[src/rtl/acorn_pkg.sv]
// ACORN-128 shared definitions: state width, tap positions, boolean helpers and
// the single-step state update used by the unrolled step chain.
package acorn_pkg;

  localparam int ACORN_STATE_W = 293;

  localparam int T_LFSR0 = 289;
  localparam int T_LFSR1 = 230;
  localparam int T_LFSR2 = 193;
  localparam int T_LFSR3 = 154;
  localparam int T_LFSR4 = 107;
  localparam int T_LFSR5 = 61;

  typedef enum logic {
    ST_IDLE = 1'b0,
    ST_RUN  = 1'b1
  } acorn_fsm_e;

  typedef struct packed {
    logic [ACORN_STATE_W-1:0] state;
    logic                     ks;
    logic                     out_bit;
  } acorn_step_t;

  function automatic logic maj(input logic x, input logic y, input logic z);
    return (x & y) ^ (x & z) ^ (y & z);
  endfunction

  function automatic logic ch(input logic x, input logic y, input logic z);
    return (x & y) ^ (~x & z);
  endfunction

  function automatic acorn_step_t acorn_step(input logic [ACORN_STATE_W-1:0] s,
                                             input logic ca, input logic cb,
                                             input logic dec, input logic in_bit);
    acorn_step_t              r;
    logic [ACORN_STATE_W-1:0] t;
    logic                     ks;
    logic                     m;
    logic                     f;
    // Linear feedback uses only pre-step values; keystream and f see the result.
    t          = s;
    t[T_LFSR0] = s[289] ^ s[235] ^ s[230];
    t[T_LFSR1] = s[230] ^ s[196] ^ s[193];
    t[T_LFSR2] = s[193] ^ s[160] ^ s[154];
    t[T_LFSR3] = s[154] ^ s[111] ^ s[107];
    t[T_LFSR4] = s[107] ^ s[66]  ^ s[61];
    t[T_LFSR5] = s[61]  ^ s[23]  ^ s[0];
    ks = t[12] ^ t[154] ^ maj(t[235], t[61], t[193]) ^ ch(t[230], t[111], t[66]);
    m  = dec ? (in_bit ^ ks) : in_bit;
    f  = t[0] ^ ~t[107] ^ maj(t[244], t[23], t[160]) ^ (ca & t[196]) ^ (cb & ks);
    r.state   = {f ^ m, t[ACORN_STATE_W-1:1]};
    r.ks      = ks;
    r.out_bit = in_bit ^ ks;
    return r;
  endfunction

endpackage

[src/rtl/acorn_step_unroll.sv]
// Combinational chain of STEPS ACORN steps; bit 0 of the data/keystream vectors
// belongs to the first step applied.
module acorn_step_unroll
  import acorn_pkg::*;
#(
  parameter int STEPS = 1
) (
  input  logic [ACORN_STATE_W-1:0] state_in,
  input  logic                     ca,
  input  logic                     cb,
  input  logic                     dec,
  input  logic [STEPS-1:0]         data_in,
  output logic [ACORN_STATE_W-1:0] state_out,
  output logic [STEPS-1:0]         ks,
  output logic [STEPS-1:0]         data_out
);

  logic [ACORN_STATE_W-1:0] st;
  acorn_step_t              step_r;

  always_comb begin
    st       = state_in;
    step_r   = '0;
    ks       = '0;
    data_out = '0;
    for (int i = 0; i < STEPS; i++) begin
      step_r      = acorn_step(st, ca, cb, dec, data_in[i]);
      st          = step_r.state;
      ks[i]       = step_r.ks;
      data_out[i] = step_r.out_bit;
    end
    state_out = st;
  end

endmodule

[src/rtl/acorn_state_update_par.sv]
// ACORN-128 state-update engine: STEPS cipher steps per accepted beat, burst
// command control, single output register with valid/ready handshake.
//   state | meaning
//   IDLE  | waiting for a burst command; input not accepted
//   RUN   | accepting beats until the burst counter reaches zero
module acorn_state_update_par
  import acorn_pkg::*;
#(
  parameter int STEPS = 1,
  parameter int LEN_W = 16
) (
  input  logic                     clk,
  input  logic                     rst,
  input  logic                     load_en,
  input  logic [ACORN_STATE_W-1:0] state_in,
  input  logic                     cmd_valid,
  input  logic [LEN_W-1:0]         cmd_len,
  input  logic                     cmd_ca,
  input  logic                     cmd_cb,
  input  logic                     cmd_dec,
  input  logic                     in_valid,
  output logic                     in_ready,
  input  logic [STEPS-1:0]         in_data,
  output logic                     out_valid,
  input  logic                     out_ready,
  output logic [STEPS-1:0]         out_data,
  output logic [STEPS-1:0]         out_ks,
  output logic                     busy,
  output logic                     done,
  output logic [ACORN_STATE_W-1:0] state_out
);

  acorn_fsm_e               fsm_q;
  logic [ACORN_STATE_W-1:0] state_q;
  logic [LEN_W-1:0]         cnt_q;
  logic                     ca_q;
  logic                     cb_q;
  logic                     dec_q;
  logic [ACORN_STATE_W-1:0] state_nxt;
  logic [STEPS-1:0]         ks_nxt;
  logic [STEPS-1:0]         data_nxt;
  logic                     accept;

  acorn_step_unroll #(.STEPS(STEPS)) u_unroll (
    .state_in  (state_q),
    .ca        (ca_q),
    .cb        (cb_q),
    .dec       (dec_q),
    .data_in   (in_data),
    .state_out (state_nxt),
    .ks        (ks_nxt),
    .data_out  (data_nxt)
  );

  assign in_ready  = (fsm_q == ST_RUN) && (!out_valid || out_ready);
  assign accept    = in_valid && in_ready && !load_en;
  assign busy      = (fsm_q == ST_RUN);
  assign state_out = state_q;

  always_ff @(posedge clk) begin
    if (rst) begin
      fsm_q     <= ST_IDLE;
      state_q   <= '0;
      cnt_q     <= '0;
      ca_q      <= 1'b0;
      cb_q      <= 1'b0;
      dec_q     <= 1'b0;
      out_valid <= 1'b0;
      out_data  <= '0;
      out_ks    <= '0;
      done      <= 1'b0;
    end else begin
      done <= 1'b0;
      if (load_en) begin
        // Load aborts any burst silently: no done, pending output dropped.
        state_q   <= state_in;
        fsm_q     <= ST_IDLE;
        out_valid <= 1'b0;
      end else begin
        if (accept) begin
          out_valid <= 1'b1;
          out_data  <= data_nxt;
          out_ks    <= ks_nxt;
        end else if (out_ready) begin
          out_valid <= 1'b0;
        end
        case (fsm_q)
          ST_IDLE: begin
            if (cmd_valid) begin
              if (cmd_len != '0) begin
                fsm_q <= ST_RUN;
                cnt_q <= cmd_len;
                ca_q  <= cmd_ca;
                cb_q  <= cmd_cb;
                dec_q <= cmd_dec;
              end else begin
                done <= 1'b1;
              end
            end
          end
          ST_RUN: begin
            if (accept) begin
              state_q <= state_nxt;
              cnt_q   <= cnt_q - 1'b1;
              if (cnt_q == LEN_W'(1)) begin
                fsm_q <= ST_IDLE;
                done  <= 1'b1;
              end
            end
          end
          default: fsm_q <= ST_IDLE;
        endcase
      end
    end
  end

endmodule

[config.mk]
export PLATFORM = sky130hd
export DESIGN_NAME = acorn_state_update_par
export DESIGN_NICKNAME = d
export VERILOG_FILES = /design/src/rtl/acorn_pkg.sv /design/src/rtl/acorn_step_unroll.sv /design/src/rtl/acorn_state_update_par.sv
export SDC_FILE = /design/constraint.sdc
export NUM_CORES = 1
export LEC_CHECK = 0
export CAP_MARGIN = 10
export CORE_AREA = 10 10 230 232
export DETAILED_ROUTE_END_ITERATION = 10
export DIE_AREA = 0 0 240 242
export DONT_BUFFER_PORTS = 1
export HOLD_SLACK_MARGIN = 0.12
export MAX_ROUTING_LAYER = met4
export PLACE_DENSITY = 0.56
export SLEW_MARGIN = 20
export SYNTH_ARGS = -nofsm -noshare
export SYNTH_HDL_FRONTEND = slang
export SYNTH_SLANG_ARGS = --single-unit
export TNS_END_PERCENT = 5
[constraint.sdc]
create_clock -name clk -period 1.8 [get_ports clk]
set_input_delay 0.18 -clock clk [delete_from_list [all_inputs] [get_ports clk]]
set_output_delay 0.18 -clock clk [all_outputs]
set_load 0.05 [all_outputs]
==> run_results.csv, run 1 <==
group,metric,value,unit
run_status,status,"finished with violations",
run_status,violations,"hold timing, slew limit, setup timing",
place,place.gp.congestion,0.924,
die,ios,618,
routing,wl_met1,25000,um
cts,clock-root-buffer,"clkbuf_16",
synthesis,synth_cell_types,48,
die,rows,81,
pwr,swShare,30.6,%
final_layout,final_cell_mix,"nand2_1, dlygate4sd3_1, buf_4",
synthesis,async_flop_share,0,%
pwr,seq_power_share,38.5,%
routing,drcViolationCount,0,
place,place_ws,-0.174,ns
final_layout,fillers,4360,
final_layout,multi_input_area,8130,um2
routing,dr_wl_met3,7140,um
pwr,power.clock.fraction,38.9,%
final_layout,areaGrowthSynthToFinish,58.7,%
grt,antenna_found_initial,12,
sta,relSlewSlack,-106,%
pwr,power.density,830,nW/um2
synthesis,synthCells,2107,
pwr,ir_worst_vdd,0.785,mV
sta,finalSetupViolCount,177,
sta,worst_pin_slew,3.09,ns
grt,grt_use_total,22.4,%
grt,grt_pass1_vias,17300,
synthesis,ys.flop_type,"dfxtp_1",
cts,cts_buffers,39,
sta,setup_tns,-51.79,ns
synthesis,ys_top_cells_by_area,"dfxtp_1, nand2_1, a21o_1",
final_layout,layout.nets,3108,
synthesis,syn_area,15100,um2
routing,drtIter0Drc,1122,
sta,finalWorstSetupSlack,-0.662,ns
die,initial_core_util,31.2,%
die,coreArea,48400,um2
place,dp_hpwl,45000,um
synthesis,synth_seq_cells,317,
pwr,leakagePower,9.54,nW
setup_path,cp.required,2.21,ns
setup_path,critical_path_class,"in -> reg",
synthesis,syn-num-nets,2428,
synthesis,yosys.area.top_type,"dfxtp_1",
routing,first_pass_iters,6,
final_layout,seq_area,6370,um2
cts,cts.sinks,317,
routing,vias,17600,
cts,clock_latency,0.55,ns
place,io_buffers,0,
routing,met2_length,33000,um
setup_path,startpoint_type,"primary input",
final_layout,utilization,49.5,%
routing,top_layer_used,"met4",
place,placed_area,18100,um2
cts,cts_max_path_buffers,3,
routing,wl_per_cell,19.8,um
pwr,p_comb_share,22.6,%
cts,h-tree-depth,2,
synthesis,ys_seq_area_share,42.0,%
flow_run,maxCapViolations,0,
sta,finClkSkew,0.0182,ns
hold_path,holdCritPathClass,"in -> reg",
final_layout,final_common_cell,"nand2_1",
grt,grt_overflow,0,
setup_path,arrival,2.87,ns
pwr,internal_power,0.0138,W
sta,rsz0062_at_grt,"yes",
sta,report.final.slew_viol_count,412,
pwr,switching_power,0.00610,W
die,die_h,242,um
synthesis,synthDominantCellAreaShare,42.0,%
setup_path,critPathMaxFanout,586,
synthesis,synth_edf_count,0,
cts,cts_setup_buffers,0,
die,dieArea,58100,um2
synthesis,avgSynthCellArea,7.18,um2
die,die_x,240,um
routing,ant_nets,0,
synthesis,synth_warnings,0,
routing,routed_via_density,5.11,
sta,hold_viol,254,
sta,hold_slack,-0.282,ns
sta,min_period,2.46,ns
cts,cts_tree,"done",
grt,grt_pass1_wl,100000,um
routing,finalWirelength,68200,um
setup_path,endpoint_kind,"register",
sta,layout_worst_path_cycle_share,137,%
sta,max_freq,406,MHz
cts,clk_pin_slew,0.06,ns
grt,grt_max_degree,587,
final_layout,drive_above_1_share,16.0,%
final_layout,postLayoutCellArea,24000,um2
[power by group through the flow]
stage	logic, W	clock network [W]	registers, W
after floorplan	0.00134	0	0.00914
after global placement	0.00354	0	0.00780
after detailed placement	0.00357	0	0.00782
after CTS	0.00430	0.00797	0.00766
after global routing	0.00473	0.00825	0.00771
final	0.00450	0.00774	0.00767
[state kept, by name (all words and copies together), names as in the netlist]
signal,count
state_out,293
cnt_q,16
busy,1
ca_q,1
cb_q,1
dec_q,1
done,1
out_data,1
out_ks,1
out_valid,1
[through the flow]
stage,hold WS [ns],power [W],instances
6_report,-0.282,0.0199,3451
5_1_grt,-0.322,0.0207,3450
4_1_cts,-0.300,0.0199,3392
3_5_place_dp,0.297,0.0114,2912
3_3_place_gp,0.290,0.0113,2912
2_1_floorplan,0.314,0.0105,2107
[cell usage after synthesis, drive strengths merged, types with 2 or more instances]
cell / n
nor3: 11
a221oi: 2
xnor2: 7
mux2i: 12
a21oi: 306
or4: 5
nand2: 857
dfxtp: 317
o21ai: 20
nand3: 6
mux2: 8
inv: 11
and2: 2
nor2: 32
nor2b: 10
o32ai: 3
and3: 5
clkbuf: 156
buf: 15
a21o: 280
xor2: 2
o2bb2ai: 4
o21a: 3
a211oi: 5
xnor3: 5
nor4: 7
ha: 2
maj3: 2
[final cells by class]
cell class / instances / share of cell area [%]
Sequential cell: 317 / 26.6
Antenna cell: 12 / 0.125
Multi-Input combinational cell: 1608 / 33.9
Inverter: 11 / 0.172
Clock buffer: 59 / 4.75
Timing Repair Buffer: 810 / 30.9
Tap cell: 622 / 3.24
Clock inverter: 12 / 0.427
[critical path, cell delays in order]
cell           delay (ns)
nand2_1              0.65
dlygate4sd3_1        0.65
a21oi_1              0.08
[what timing repair did]
item | in CTS | in global routing
pin swaps | 1 | 1
hold endpoints to repair | 317 | 315
gates resized for setup | 0 | 12
hold buffers | 409 | 47
endpoints found under the setup margin | 2 | 15
[per-layer routing]
metal | vias up | global-route usage, %
met4 | 0 | 9.51
met3 | 183 | 7.87
met1 | 8259 | 23.6
met2 | 867 | 37.2
met5 | - | -
li1 | 8335 | -
[kinds of logic after synthesis]
logic type,after synthesis,share of synthesized area (%)
simple gates,939,24.1
fa+ha+maj,4,0.298
flops,317,42.0
buf+inv,182,4.72
xor+xnor,15,1.43
mux,20,1.39
compound gates,630,26.2
[final timing paths]
check | start | endpoint | slack, ns | depth (start not counted)
setup / recovery | load_en | state_out[172] | -0.66 | 3
hold / removal | rst | state_out[195] | -0.28 | 1
setup reg to reg | state_out[230] | state_out[292] | -0.15 | 5
hold reg to reg | out_ks | out_ks | 0.50 | 2
Power figures use the tool's default switching activity.
==> run 2, diff against run 1 <==
CTS_CLUSTER_SIZE = 8   (was default)
PLACE_DENSITY = 0.54   (was 0.56)
clock period = 2.6 ns   (was 1.8 ns; I/O delays follow)
==> run 2 against run 1 <==
Net effect: the run now fails in clock tree synthesis; synthesized area stayed put; synthesized cell count stayed put.
==> run_results.csv, run 2 <==
group,metric,value,unit
synthesis,synth_warnings,0,
cts,cts_setup_buffers,0,
cts,cts_hold_buf,531,
cts,clock-root-buffer,"clkbuf_16",
synthesis,ys_top_cells_by_area,"dfxtp_1, nand2_1, a21o_1",
place,io_buffers,0,
synthesis,yosys.area.top_type,"dfxtp_1",
synthesis,synth_edf_count,0,
synthesis,synth_most_common_cell,"nand2_1",
synthesis,synthCells,2107,
run_status,stop_error,"[ERROR RSZ-0060] Max buffer count reached.",
synthesis,synth_seq_cells,317,
synthesis,ys.flop_type,"dfxtp_1",
die,ios,618,
synthesis,syn_area,15100,um2
synthesis,yosys-top-cells-count,"nand2_1, dfxtp_1, a21oi_1",
synthesis,async_flop_share,0,%
cts,cts_max_path_buffers,3,
cts,h-tree-depth,2,
die,initial_core_util,31.2,%
synthesis,syn-num-nets,2428,
place,dp_hpwl,42200,um
run_status,status,"did not finish",
cts,cts_buffers,45,
die,die_h,242,um
synthesis,synth_cell_types,48,
synthesis,synthDominantCellAreaShare,42.0,%
cts,postCtsResizedCells,0,
synthesis,avgSynthCellArea,7.18,um2
synthesis,ys_seq_area_share,42.0,%
die,rows,81,
die,die_x,240,um
run_status,lastStage,"clock tree synthesis",
cts,cts.sinks,317,
place,place.gp.congestion,0.886,
[run 2: cell counts after synthesis]
Identical to the previous run, type by type.
[run 2: cells by family after synthesis]
| kind of cell | after synthesis | share of synthesized area (%) |
|---|---|---|
| AND/OR/NAND/NOR | 939 | 24.1 |
| AO/OA/AOI/OAI | 630 | 26.2 |
| flip-flops | 317 | 42.0 |
| buffers and inverters | 182 | 4.72 |
| multiplexers | 20 | 1.39 |
| XOR/XNOR | 15 | 1.43 |
| adder cells (fa/ha/maj) | 4 | 0.298 |
[run 2: through the flow]
step                      setup WS [ns]  instance area (um2)  hold slack, ns  std cells  util (%)
after floorplan                   0.308                15100           0.396       2107         -
after global placement            0.423                15700           0.369       2602      32.3
after detailed placement          0.441                15700           0.371       2602      32.3
==> run 3, diff against run 2 <==
CORE_AREA = default   (was 10 10 230 232)
CORE_MARGIN = 10   (was default)
CORE_UTILIZATION = 30   (was default)
CTS_CLUSTER_SIZE = default   (was 8)
DIE_AREA = default   (was 0 0 240 242)
HOLD_SLACK_MARGIN = default   (was 0.12)
MAX_ROUTING_LAYER = default   (was met4)
PLACE_DENSITY = default   (was 0.54)
PLACE_DENSITY_LB_ADDON = 0.15   (was default)
==> run 3 against run 2 <==
Net effect: the flow again stops in clock tree synthesis; synthesized cell count unchanged; synthesized area stayed put.
==> run_results.csv, run 3 <==
group,metric,value,unit
place,dp_hpwl,43200,um
cts,h-tree-depth,2,
cts,cts_buffers,39,
synthesis,async_flop_share,0,%
synthesis,synth_edf_count,0,
synthesis,ys.flop_type,"dfxtp_1",
run_status,lastStage,"clock tree synthesis",
synthesis,synth_warnings,0,
run_status,stop_error,"[ERROR RSZ-0060] Max buffer count reached.",
synthesis,ys_top_cells_by_area,"dfxtp_1, nand2_1, a21o_1",
place,placed_area,15800,um2
cts,cts.sinks,317,
synthesis,synthDominantCellAreaShare,42.0,%
synthesis,yosys-top-cells-count,"nand2_1, dfxtp_1, a21oi_1",
synthesis,synth_seq_cells,317,
place,io_buffers,0,
synthesis,syn_area,15100,um2
cts,cts_max_path_buffers,3,
cts,cts_setup_buffers,0,
synthesis,syn-num-nets,2428,
die,die_x,245,um
cts,postCtsResizedCells,0,
synthesis,synth_cell_types,48,
place,place.gp.congestion,0.833,
cts,cts_hold_buf,546,
die,die_h,245,um
die,ios,618,
synthesis,synthCells,2107,
synthesis,synth_most_common_cell,"nand2_1",
synthesis,ys_seq_area_share,42.0,%
cts,clock-root-buffer,"clkbuf_16",
die,initial_core_util,30.3,%
die,rows,82,
run_status,status,"did not finish",
synthesis,avgSynthCellArea,7.18,um2
synthesis,yosys.area.top_type,"dfxtp_1",
run 3: cell counts after synthesis:
No cell type changed its count.
run 3: logic make-up after synthesis:
family,share of synthesized area (%)
AO/OA/AOI/OAI,26.2
XOR/XNOR,1.43
adder cells (fa/ha/maj),0.298
buffers and inverters,4.72
flip-flops,42.0
multiplexers,1.39
AND/OR/NAND/NOR,24.1
run 3: through the flow:
stage                     setup slack [ns]  cells  utilization, %
after floorplan                      0.308   2107               -
after global placement               0.444   2657            31.5
after detailed placement             0.425   2657            31.5
